[config.mk]
export PLATFORM = sky130hd
export DESIGN_NAME = descent_step_sequencer
export DESIGN_NICKNAME = d
export VERILOG_FILES = /design/src/rtl/descent_step_sequencer.sv
export SDC_FILE = /design/constraint.sdc
export NUM_CORES = 1
export LEC_CHECK = 0
export CAP_MARGIN = 20
export CORE_ASPECT_RATIO = 1.4
export CORE_MARGIN = 8
export CORE_UTILIZATION = 62
export CTS_BUF_LIST = sky130_fd_sc_hd__clkbuf_4 sky130_fd_sc_hd__clkbuf_8
export DETAILED_ROUTE_END_ITERATION = 6
export PLACE_DENSITY = 0.94
export SYNTH_ARGS = -nofsm -noshare
export SYNTH_HDL_FRONTEND = slang
export SYNTH_SLANG_ARGS = --single-unit
[constraint.sdc]
create_clock -name clk -period 6.7 [get_ports clk]
set_input_delay 1.675 -clock clk [delete_from_list [all_inputs] [get_ports clk]]
set_output_delay 1.675 -clock clk [all_outputs]
set_load 0.01 [all_outputs]
[src/rtl/descent_step_sequencer.sv]
// Serial step-index sequencer for one left-descent of the SC decoder tree.
// It walks from the entry layer's base index down to the leaf step N-2, one step per handshake.
module descent_step_sequencer #(
   parameter int unsigned COUNTER_WIDTH   = 10,
   parameter int unsigned LAYER_OUT_WIDTH = 4
) (
   input  logic                       clk,
   input  logic                       rst,
   input  logic                       start,
   input  logic [LAYER_OUT_WIDTH-1:0] entry_layer,
   input  logic                       entry_is_g,
   input  logic                       abort,
   input  logic                       step_ready,
   output logic                       step_valid,
   output logic [COUNTER_WIDTH-1:0]   counter_value,
   output logic                       op_is_g,
   output logic                       layer_first,
   output logic                       busy,
   output logic                       descent_done,
   output logic                       bad_start
);

   localparam int unsigned CW = COUNTER_WIDTH;
   localparam int unsigned LW = LAYER_OUT_WIDTH;
   localparam logic [CW-1:0] LAST      = CW'((2 ** CW) - 2);
   localparam logic [LW-1:0] MAX_LAYER = LW'(CW - 1);
   localparam logic [CW:0]   N_FULL    = (CW + 1)'(1) << CW;

   typedef enum logic [1:0] {
      ST_IDLE,
      ST_RUN,
      ST_DONE
   } state_e;

   state_e        state_q, state_d;
   logic [CW-1:0] counter_q, counter_d;
   logic [CW-1:0] g_limit_q, g_limit_d;
   logic          g_flag_q, g_flag_d;
   logic          bad_start_q, bad_start_d;

   logic [LW:0]   layer_p1_c;
   logic [CW:0]   base_wide_c;
   logic [CW:0]   limit_wide_c;
   logic          legal_c;
   logic [CW-1:0] inv_c;
   logic [CW-1:0] inv_p1_c;

   always_ff @(posedge clk) begin
      if (rst) begin
         state_q     <= ST_IDLE;
         counter_q   <= '0;
         g_limit_q   <= '0;
         g_flag_q    <= 1'b0;
         bad_start_q <= 1'b0;
      end else begin
         state_q     <= state_d;
         counter_q   <= counter_d;
         g_limit_q   <= g_limit_d;
         g_flag_q    <= g_flag_d;
         bad_start_q <= bad_start_d;
      end
   end

   // Next-state logic; base(L) = N - 2^(L+1) and g_limit = N - 2^L use one extra bit for N.
   always_comb begin
      layer_p1_c   = (LW + 1)'(entry_layer) + (LW + 1)'(1);
      base_wide_c  = N_FULL - ((CW + 1)'(1) << layer_p1_c);
      limit_wide_c = N_FULL - ((CW + 1)'(1) << entry_layer);
      legal_c      = (entry_layer <= MAX_LAYER);

      state_d     = state_q;
      counter_d   = counter_q;
      g_limit_d   = g_limit_q;
      g_flag_d    = g_flag_q;
      bad_start_d = 1'b0;

      unique case (state_q)
         ST_IDLE: begin
            if (start) begin
               if (legal_c) begin
                  counter_d = CW'(base_wide_c);
                  g_limit_d = CW'(limit_wide_c);
                  g_flag_d  = entry_is_g;
                  state_d   = ST_RUN;
               end else begin
                  bad_start_d = 1'b1;
               end
            end
         end
         ST_RUN: begin
            if (abort) begin
               state_d = ST_IDLE;
            end else if (step_ready) begin
               if (counter_q == LAST) begin
                  state_d = ST_DONE;
               end else begin
                  counter_d = counter_q + CW'(1);
               end
            end
         end
         ST_DONE: begin
            state_d = ST_IDLE;
         end
         default: begin
            state_d = ST_IDLE;
         end
      endcase
   end

   // Step qualifiers; a layer base is "ones then zeros", i.e. its complement is 0..01..1.
   always_comb begin
      inv_c         = ~counter_q;
      inv_p1_c      = inv_c + CW'(1);
      step_valid    = (state_q == ST_RUN);
      busy          = (state_q != ST_IDLE);
      descent_done  = (state_q == ST_DONE);
      bad_start     = bad_start_q;
      counter_value = counter_q;
      op_is_g       = step_valid & g_flag_q & (counter_q < g_limit_q);
      layer_first   = step_valid & ((inv_c & inv_p1_c) == '0) & (counter_q != '1);
   end

endmodule

==> results of run 1 <==
## per-layer routing
| metal | vias up | global-route usage, % | share of wire, % |
|---|---|---|---|
| met2 | 93 | 32.76 | 50 |
| li1 | 989 | - | - |
| met1 | 928 | 22.63 | 42 |
| met3 | 10 | 1.882 | 6.1 |
| met4 | 0 | 9.960 | 2.5 |
| met5 | - | 0 | 0 |
## area by class of cell
type / count / area [µm²] / area share (%)
Clock buffer: 3 / 41.29 / 1.793
Tap cell: 39 / 48.80 / 2.118
Clock inverter: 1 / 30.03 / 1.304
Sequential cell: 24 / 480.5 / 20.86
Multi-Input combinational cell: 211 / 1385 / 60.13
Timing Repair Buffer: 25 / 250.2 / 10.86
Inverter: 18 / 67.56 / 2.933
## sequential cells by signal, summed over array words and instances, names as in the netlist
name           count
counter_value     10
g_flag_q           1
bad_start          1
g_limit_q         10
state_q            2
## cells in the final DEF (no fill, tap or decap), drive strengths merged, types with 2 or more instances in the layout
| cell | Yosys | layout |
|---|---|---|
| a221oi | 2 | 2 |
| o21ai | 17 | 17 |
| a211oi | 2 | 2 |
| clkdlybuf4s50 | 0 | 25 |
| nand3 | 12 | 12 |
| clkbuf | 6 | 3 |
| a22oi | 2 | 2 |
| nand3b | 3 | 3 |
| dfxtp | 24 | 24 |
| nor3b | 2 | 2 |
| a221o | 2 | 2 |
| nand2b | 6 | 6 |
| and3 | 3 | 3 |
| a22o | 2 | 2 |
| a21oi | 30 | 30 |
| xor2 | 2 | 2 |
| nor3 | 10 | 10 |
| a31oi | 2 | 2 |
| nor2 | 24 | 24 |
| o21bai | 2 | 2 |
| inv | 18 | 18 |
| or2 | 2 | 2 |
| a21o | 2 | 2 |
| xnor2 | 5 | 5 |
| nand4 | 4 | 4 |
| ha | 17 | 17 |
| nand2 | 26 | 26 |
| a311oi | 2 | 2 |
| o211ai | 3 | 3 |
| o22ai | 4 | 4 |
| nor2b | 7 | 7 |
## power groups by stage
stage / Clock (mW) / Combinational [mW] / Sequential [mW]
after floorplan: 0 / 0.0825 / 0.163
after global placement: 0 / 0.109 / 0.166
after detailed placement: 0 / 0.111 / 0.166
after CTS: 0.130 / 0.112 / 0.163
after global routing: 0.133 / 0.125 / 0.165
final: 0.129 / 0.113 / 0.163
## worst max path at each step
stage                       end  slack [ns]  depth (start not counted)
4_1_cts        counter_value[8]        2.48                         10
2_1_floorplan  counter_value[4]        2.95                         11
3_5_place_dp   counter_value[8]        2.21                         10
3_3_place_gp   counter_value[8]        2.33                         10
5_1_grt        counter_value[8]        2.23                         10
6_report       counter_value[8]        2.46                         10
## worst reg2reg max path, delay by kind of cell (launching register included)
family	cells	cell delay (ns)
flops	1	0.54
buf+inv	1	0.14
compound gates	3	0.79
fa+ha+maj	1	0.22
simple gates	2	0.19
## kinds of logic (layout without fill, tap and decap cells)
kind of cell	after synthesis	count (layout)	share of synthesized area, %
AND/OR/NAND/NOR	106	106	27.94
AO/OA/AOI/OAI	81	81	26.71
buffers and inverters	37	47	8.246
flip-flops	24	24	23.63
adder cells (fa/ha/maj)	17	17	10.46
XOR/XNOR	7	7	3.015
## through the flow
stage               instance area, µm²  hold slack [ns]  setup WS [ns]  instances
finish                            2303           0.4610          2.460        321
global route                      2303           0.5065          2.230        321
CTS                               2303           0.4632          2.478        321
detailed placement                2232           0.4446          2.212        317
global placement                  2232           0.4414          2.326        317
floorplan                         2033           0.4319          2.954        272
==> summary.txt, run 1 <==
Run status
  – Status: finished, final reports clean

Yosys
  – Sequential share of the synthesized area: 23.63%
  – Top post-synthesis cells by count: a21oi_1 (30), nand2_1 (25), dfxtp_1 (24), nor2_1 (23), ha_1 (17)
  – Post-synth EDFFs: 0
  – Top-area cell type share of the netlist area: 23.63%
  – Largest area contributor in the netlist: dfxtp_1
  – Count leader, synth: a21oi_1
  – Yosys reg bits: 24
  – Avg Inst Size Synth: between 7 and 8 µm²
  – Gate Count Post-Synth: 272
  – Top post-synthesis cells by area: dfxtp_1 (24%), ha_1 (10%), a21oi_1 (7.4%), nand2_1 (4.6%), nor2_1 (4.2%)
  – Syn nets: 299
  – Synth Cell Area: 0.002033 mm²
  – Post-synth ARST share: 0%
  – Synth cell types: 61
  – Top_reg_cell synth: dfxtp_1
  – Number of warnings issued by yosys: 0

Global route
  – Vias in the first global route: 1857
  – Total track usage: 19.20%
  – First-pass GRT wire length: ~8.6 mm
  – Largest net degree at the start of global routing: 26
  – Initial antenna violation count: 0
  – GR Overflow Total: 0

Die
  – Io pins: 26
  – Initial core utilization: 65.10%
  – Die W: 64.40 µm
  – DIE HEIGHT: 83.76 µm
  – Area of the core: 0.003123 mm²
  – Rows: 24
  – Die ar.: 0.005394 mm²

Placement
  – Placer congestion estimate: around 0.90
  – Port Buffers: 25
  – Final HPWL DP: 3.643 mm

Routing
  – WL final: 5.148 mm
  – Routed wire per std cell: approximately 16 µm
  – # DRC: 0
  – Drt first pass iters: 6
  – Vias per inst: 6.293
  – Detailed Route Iter0 Violations: 194
  – Antenna-violating nets left: 0
  – Via count: about 2000

Critical path
  – FF-to-FF Start: counter_value[0]
  – Critical path launch point: entry_layer[0]
  – Worst setup SP type: input port
  – Register-to-register setup slack: between 4 and 5 ns
  – CP Max Fanout: 17
  – Crit Path Class: input port to flop
  – Cell breakdown of the critical path: clkdlybuf4s50_1, nand2_2, inv_2, ha_1, nand3_1, ha_1, nor4b_1, a311oi_1, o21ai_1, a21oi_1
  – CP max stage delay: 0.69 ns
  – CP most frequent cell: ha_1
  – CP top delay family: adder cells
  – CP endpoint kind: flop
  – Worst flop-to-flop path endpoint: counter_value[9]
  – Critical Path RT: between 6 and 7 ns
  – R2R cell count: 7
  – Worst EP arrival: 4.36 ns
  – Slowest CP cell: clkdlybuf4s50_1
  – Buf+Inv Stages, Crit Path: 2

Timing
  – Worst-Margin Slew: 0.9820 ns
  – Slew Viols, Final: 0
  – Final setup viols: 0
  – Setup TNS Final: 0 ns
  – Slew HR: 34.33%
  – RSZ-0062 raised after global routing: false
  – Worst Skew: 0.001852 ns
  – Tmin final: 4.240 ns
  – Final Hold Viols: 0
  – Final Cycle Share: between 60% and 70%
  – Fmax: 235.8 MHz

Run
  – MaxCap Viol Count: 0

Pwr
  – Pint: around 280 µW
  – Combinational power share: 27.9%
  – Seq pwr share: between 40% and 50%
  – Switch Pwr: 123.1 µW
  – Final Power: 404.6 µW
  – Max VDD drop: 133.8 µV
  – Sw Share: 30.42%
  – P_leak: 0.8470 nW
  – PwrDens: roughly 180 mW/mm²
  – Clock share of power: a little under a third

CTS
  – Clock latency at the later pin of the worst-skew pair: ~0.27 ns
  – Clk buf depth: 2
  – Root buffer cell: clkbuf_8
  – Post-CTS Resized: 0
  – H-tree level count: 1
  – Worst-path clk slew: 0.09 ns
  – CTS sink cnt: 24
  – Total CTS buffers: 3
  – Post-CTS Hold Fix Bufs: 0
  – Postcts setup bufs: 0
  – CTS tree: yes

Final layout
  – Synthesis-to-finish area growth: 13.29%
  – Filler cells: 249
  – Ant diodes: 0
  – Nets: 310
  – Share of cells above drive strength 1: 6.383%
  – Final core occ: about 74%

Min path
  – Min-delay src: g_limit_q[5]
  – Hold endpoint: g_limit_q[5]
  – Hold path cells: 2
  – Hold Path Class: flop to flop
No activity file was read; power rests on OpenSTA's default activity.
==> inputs of run 2 (changes only) <==
--- a/config.mk
+++ b/config.mk
@@ -8,10 +8,10 @@
 export CAP_MARGIN = 20
 export CORE_ASPECT_RATIO = 1.4
 export CORE_MARGIN = 8
-export CORE_UTILIZATION = 62
+export CORE_UTILIZATION = 52
 export CTS_BUF_LIST = sky130_fd_sc_hd__clkbuf_4 sky130_fd_sc_hd__clkbuf_8
 export DETAILED_ROUTE_END_ITERATION = 6
-export PLACE_DENSITY = 0.94
+export PLACE_DENSITY = 0.85
 export SYNTH_ARGS = -nofsm -noshare
 export SYNTH_HDL_FRONTEND = slang
 export SYNTH_SLANG_ARGS = --single-unit
==> constraint.sdc (replaced) <==
create_clock -name clk -period 3.7 [get_ports clk]
set_input_delay 0.925 -clock clk [delete_from_list [all_inputs] [get_ports clk]]
set_output_delay 0.925 -clock clk [all_outputs]
set_load 0.01 [all_outputs]
==> summary.txt, run 2 (synthesis results as in run 1) <==
Critical path
  – Slowest CP cell: clkdlybuf4s50_1
  – CP endpoint kind: primary output
  – Cell breakdown of the critical path: inv_1, ha_1, nor3_1, o211ai_1, a221oi_1, clkdlybuf4s50_1
  – Critical Path RT: 2.77 ns (-4.05 ns)
  – CP Max Fanout: 10 (-7)
  – Worst EP arrival: 2.27 ns (-2.09 ns)
  – Crit Path Class: flop to primary output
  – R2R cell count: 6 (-1)
  – Worst setup SP type: flop
  – CP max stage delay: 0.58 ns (-0.11 ns)

CTS
  – Clock latency at the later pin of the worst-skew pair: 0.27 ns (about the same)
  – CTS sink cnt: 24 (unchanged)
  – Worst-path clk slew: 0.09 ns (about the same)
  – Root buffer cell: clkbuf_8
  – Clk buf depth: 2 (unchanged)
  – Total CTS buffers: 3 (unchanged)
  – Post-CTS Resized: 0 (unchanged)
  – CTS tree: yes
  – H-tree level count: 1 (unchanged)
  – Postcts setup bufs: 0 (unchanged)
  – Post-CTS Hold Fix Bufs: 0 (unchanged)

Die
  – Rows: 27 (+13%)
  – Initial core utilization: 52.79% (-12 points)
  – Area of the core: 0.003851 mm² (+23%)
  – Io pins: 26 (unchanged)
  – DIE HEIGHT: 89.99 µm (+7.4%)
  – Die ar.: 0.006195 mm² (+15%)
  – Die W: 68.85 µm (+6.9%)

Timing
  – Setup TNS Final: 0 ns (unchanged)
  – Worst Skew: 0.004343 ns (+0.002491 ns)
  – Final setup viols: 0 (unchanged)
  – Worst-Margin Slew: 0.5413 ns (-0.4407 ns)
  – Tmin final: 3.193 ns
  – RSZ-0062 raised after global routing: false
  – Slew Viols, Final: 0 (unchanged)
  – Fmax: 313.2 MHz
  – Final Hold Viols: 0 (unchanged)
  – Post-route worst setup slack: 0.5073 ns (-1.953 ns)
  – Final Cycle Share: 86.29%
  – Hold_ws: 0.4603 ns (-0.0006710 ns)
  – Slew HR: 63.91% (+30 points)

Final layout
  – Ant diodes: 0 (unchanged)
  – Synthesis-to-finish area growth: 15.38%
  – Most frequent cells in the layout: a21oi_1 (30), nand2_1 (25), clkdlybuf4s50_1 (25), dfxtp_1 (24), nor2_1 (23)
  – Commonest non-fill, non-tap cell in the layout: a21oi_1
  – Nets: 315 (+1.6%)
  – Share of cells above drive strength 1: 8.014% (+1.6 points)
  – Final core occ: 60.92% (-13 points)

Placement
  – Pre-CTS setup slack: 0.3311 ns (-1.881 ns)
  – Final HPWL DP: 3.815 mm (+4.7%)
  – Placer congestion estimate: 0.8757 (-2.8%)
  – Port Buffers: 25 (unchanged)

Routing
  – WL final: 5.195 mm (+0.91%)
  – Antenna-violating nets left: 0 (unchanged)
  – # DRC: 0 (unchanged)
  – Detailed Route Iter0 Violations: 149 (-23%)
  – Routed wire per std cell: 15.74 µm (-1.8%)
  – Drt first pass iters: 4 (-2)
  – Via count: 2014 (-0.30%)
  – Vias per inst: 6.103 (-3.0%)

Global route
  – Total track usage: 17.35% (-1.9 points)
  – Initial antenna violation count: 0 (unchanged)
  – GR Overflow Total: 0 (unchanged)
  – Largest net degree at the start of global routing: 26 (unchanged)
  – First-pass GRT wire length: 8.769 mm (+1.6%)
  – Vias in the first global route: 1918 (+3.3%)

Pwr
  – PwrDens: 315.1 mW/mm² (+79%)
  – Seq pwr share: 40.0% (-0.3 points)
  – Clock share of power: 31.7% (about the same)
  – Max VDD drop: 169.3 µV (+27%)
  – Sw Share: 30.49% (+0.076 points)
  – Pint: 513.8 µW (+82%)
  – Switch Pwr: 225.4 µW (+83%)
  – P_leak: 0.8711 nW (+2.8%)
  – Combinational power share: 28.3% (+0.4 points)

Min path
  – Hold Path Class: flop to flop
  – Hold path cells: 2 (unchanged)

Run status
  – Status: finished, final reports clean

Run
  – MaxCap Viol Count: 0 (unchanged)
[run 2: final timing paths]
| kind | start | to | slack (ns) |
|---|---|---|---|
| min reg2reg | g_limit_q[2] | g_limit_q[2] | 0.46 |
| min | g_limit_q[2] | g_limit_q[2] | 0.46 |
| max | counter_value[1] | layer_first | 0.51 |
| max reg2reg | state_q[0] | counter_value[9] | 1.77 |
[run 2: layer usage]
layer  track usage (%)  vias up  wire, µm  share of wire (%)
met1             20.83      937      2178                 42
li1                  -     1006         -                  -
met2             28.30       60      2629                 51
met4             8.739        0       141                2.7
met3             2.360       11       246                4.7
met5                 0        -         0                  0
[run 2: power by group through the flow]
stage / combinational (mW) / sequential [mW] / clock (mW)
final: 0.209 / 0.296 / 0.234
after global routing: 0.232 / 0.298 / 0.247
after CTS: 0.208 / 0.295 / 0.235
after detailed placement: 0.206 / 0.302 / 0
after global placement: 0.202 / 0.301 / 0
after floorplan: 0.149 / 0.295 / 0
[run 2: critical path: cells and delay by family, from the launching register on]
family | cells | cell delay [ns]
AND/OR/NAND/NOR | 1 | 0.22
flip-flops | 1 | 0.54
buffers and inverters | 2 | 0.70
adder cells (fa/ha/maj) | 1 | 0.20
AO/OA/AOI/OAI | 2 | 0.33
[run 2: cell type report]
| cell class | instances | area, µm² |
|---|---|---|
| well taps | 43 | 53.80 |
| multi-input cells | 211 | 1385 |
| flip-flops and latches | 24 | 480.5 |
| repair buffers | 30 | 287.8 |
| inverters | 18 | 67.56 |
| clock buffers | 3 | 41.29 |
| fillers | 360 | 1505 |
| clock inverters | 1 | 30.03 |
[run 2: through the flow]
stage | instances | total power, mW | instance area [µm²]
final | 330 | 0.7392 | 2346
after global routing | 330 | 0.7771 | 2346
after CTS | 330 | 0.7390 | 2346
after detailed placement | 326 | 0.5075 | 2275
after global placement | 326 | 0.5034 | 2275
after floorplan | 272 | 0.4447 | 2033
==> inputs of run 3 (changes only) <==
--- a/config.mk
+++ b/config.mk
@@ -5,13 +5,14 @@
 export SDC_FILE = /design/constraint.sdc
 export NUM_CORES = 1
 export LEC_CHECK = 0
+export ABC_CLOCK_PERIOD_IN_PS = 3100
 export CAP_MARGIN = 20
 export CORE_ASPECT_RATIO = 1.4
 export CORE_MARGIN = 8
-export CORE_UTILIZATION = 52
+export CORE_UTILIZATION = 58
 export CTS_BUF_LIST = sky130_fd_sc_hd__clkbuf_4 sky130_fd_sc_hd__clkbuf_8
 export DETAILED_ROUTE_END_ITERATION = 6
-export PLACE_DENSITY = 0.85
+export PLACE_DENSITY = 0.89
 export SYNTH_ARGS = -nofsm -noshare
 export SYNTH_HDL_FRONTEND = slang
 export SYNTH_SLANG_ARGS = --single-unit
==> constraint.sdc (replaced) <==
create_clock -name clk -period 3.1 [get_ports clk]
set_input_delay 0.775 -clock clk [delete_from_list [all_inputs] [get_ports clk]]
set_output_delay 0.775 -clock clk [all_outputs]
set_load 0.01 [all_outputs]
==> summary.txt, run 3 (synthesis results as in run 1) <==
Critical path
  – Buf+Inv Stages, Crit Path: 2 (unchanged)
  – Worst EP arrival: 2.19 ns (-0.08 ns)
  – Register-to-register setup slack: 1.11 ns (-0.66 ns)
  – CP Max Fanout: 10 (unchanged)
  – Worst setup SP type: flop
  – FF-to-FF Start: counter_value[0]
  – Critical path launch point: counter_value[0]
  – Critical Path RT: 2.32 ns (-0.45 ns)
  – Slowest CP cell: clkdlybuf4s50_1
  – Worst flop-to-flop path endpoint: counter_value[9]
  – CP max stage delay: 0.58 ns (about the same)
  – Cell breakdown of the critical path: inv_1, ha_1, nor2_1, nor3_1, o211ai_1, a221oi_1, clkdlybuf4s50_1
  – Crit Path Class: flop to primary output
  – R2R cell count: 7 (+1)
  – CP top delay family: buffers and inverters
  – CP endpoint kind: primary output

CTS
  – CTS tree: yes
  – Total CTS buffers: 3 (unchanged)
  – Clock latency at the later pin of the worst-skew pair: 0.27 ns (about the same)
  – CTS sink cnt: 24 (unchanged)
  – Worst-path clk slew: 0.09 ns (about the same)
  – Root buffer cell: clkbuf_8
  – H-tree level count: 1 (unchanged)
  – Clk buf depth: 2 (unchanged)
  – Post-CTS Hold Fix Bufs: 0 (unchanged)

Final layout
  – Commonest non-fill, non-tap cell in the layout: a21oi_1
  – Filler cells: 283 (-21%)
  – Ant diodes: 0 (unchanged)
  – Nets: 322 (+2.2%)
  – Synthesis-to-finish area growth: 17.05%
  – Most frequent cells in the layout: a21oi_1 (30), nand2_1 (25), clkdlybuf4s50_1 (25), nor2_1 (23), dfxtp_1 (23)
  – Final instance area: 0.002380 mm² (+1.4%)
  – Share of cells above drive strength 1: 10.54% (+2.5 points)

Die
  – Area of the core: 0.003378 mm² (-12%)
  – Initial core utilization: 60.19% (+7.4 points)
  – DIE HEIGHT: 86.06 µm (-4.4%)
  – Die ar.: 0.005683 mm² (-8.3%)
  – Die W: 66.04 µm (-4.1%)
  – Rows: 25 (-7.4%)
  – Io pins: 26 (unchanged)

Routing
  – Vias per inst: 6.174 (+1.2%)
  – Drt first pass iters: 5 (+1)
  – WL final: 5.208 mm (+0.25%)
  – # DRC: 0 (unchanged)
  – Via count: 2062 (+2.4%)
  – Detailed Route Iter0 Violations: 195 (+31%)
  – Antenna-violating nets left: 0 (unchanged)
  – Routed wire per std cell: 15.59 µm (-0.95%)

Run status
  – Status: finished, final reports clean

Placement
  – DP Area: 0.002323 mm² (+2.1%)
  – Placer congestion estimate: 0.9010 (+2.9%)
  – Final HPWL DP: 3.914 mm (+2.6%)
  – Pre-CTS setup slack: 0.1702 ns (-0.1609 ns)
  – Port Buffers: 25 (unchanged)

Global route
  – GR Overflow Total: 0 (unchanged)
  – First-pass GRT wire length: 8.335 mm (-4.9%)
  – Largest net degree at the start of global routing: 21 (-19%)
  – Vias in the first global route: 1915 (-0.16%)
  – Initial antenna violation count: 0 (unchanged)
  – Total track usage: 17.98% (+0.63 points)

Pwr
  – Seq pwr share: 42.4% (+2.4 points)
  – Combinational power share: 31.6% (+3.3 points)
  – Switch Pwr: 264.0 µW (+17%)
  – Clock share of power: 25.9% (-5.8 points)
  – Pint: 560.4 µW (+9.1%)
  – Sw Share: 32.02% (+1.5 points)
  – PwrDens: 346.4 mW/mm² (+9.9%)
  – P_leak: 0.8999 nW (+3.3%)
  – Max VDD drop: 221.7 µV (+31%)

Timing
  – Worst-Margin Slew: 0.5357 ns (-0.005681 ns)
  – Setup TNS Final: 0 ns (unchanged)
  – Worst Skew: 0.01028 ns (+0.005936 ns)
  – Slew Viols, Final: 0 (unchanged)
  – Final Cycle Share: ~96%
  – Final setup viols: 0 (unchanged)
  – RSZ-0062 raised after global routing: false
  – Tmin final: 2.968 ns
  – Post-route worst setup slack: 0.1316 ns (-0.3757 ns)
  – Fmax: 336.9 MHz
  – Slew HR: 64.29% (+0.38 points)
  – Final Hold Viols: 0 (unchanged)

Min path
  – Hold path cells: 2 (unchanged)
  – Hold Path Class: flop to flop
  – Min-delay src: g_limit_q[5]
  – Hold endpoint: g_limit_q[5]

Run
  – MaxCap Viol Count: 0 (unchanged)
## run 3: cell count changes in the layout (fill, tap and decap cells not counted), sizes merged
cell / previous run / this run
bufinv: 1 / 0
buf: 5 / 12
clkbuf: 3 / 4
## run 3: final cells by class
| cell class | count | area [µm²] | area share (%) |
|---|---|---|---|
| Clock buffer | 4 | 55.05 | 2.313 |
| Inverter | 18 | 67.56 | 2.839 |
| Multi-Input combinational cell | 211 | 1385 | 58.20 |
| Sequential cell | 24 | 481.7 | 20.24 |
| Tap cell | 40 | 50.05 | 2.103 |
| Timing Repair Buffer | 37 | 340.3 | 14.30 |
## run 3: through the flow
step	power [mW]	utilization [%]	cells	hold WS (ns)
after floorplan	0.5308	-	272	0.4319
after global placement	0.6064	68.78	330	0.4431
after detailed placement	0.6131	68.78	330	0.4466
after CTS	0.8212	70.41	334	0.4583
after global routing	0.8669	70.44	334	0.4752
final	0.8244	70.44	334	0.4580
## run 3: metal layers
metal / up-vias / GRT usage, % / part of all wire (%)
li1: 1019 / - / -
met4: 0 / 13.06 / 2.9
met2: 99 / 30.60 / 49
met5: - / 0 / 0
met1: 932 / 20.08 / 42
met3: 12 / 1.434 / 5.5
## run 3: worst max-delay path by stage
stage,end,slack [ns],cells past startpoint
2_1_floorplan,counter_value[4],0.25,11
3_3_place_gp,counter_value[8],0.27,9
3_5_place_dp,counter_value[4],0.17,10
4_1_cts,op_is_g,0.09,6
5_1_grt,layer_first,0.01,7
6_report,layer_first,0.13,7
## run 3: worst register-to-register path, stage by stage (launching register included)
cell and delay, ns:
dfxtp_1 0.53, inv_1 0.15, ha_1 0.23, nand3_1 0.12
nor3_4 0.07, o21ai_2 0.44, a21oi_1 0.15, a211oi_2 0.22
## run 3: repair_timing
item                       CTS  global route
buffers inserted             0             0
setup endpoints to repair    0             1
resized for setup            0             1
## run 3: power by group through the flow
stage          sequential [mW]  combinational, mW  clock, mW
5_1_grt                  0.352              0.286      0.229
3_5_place_dp             0.356              0.257          0
2_1_floorplan            0.352              0.178          0
6_report                 0.350              0.261      0.214
3_3_place_gp             0.356              0.251          0
4_1_cts                  0.349              0.258      0.214
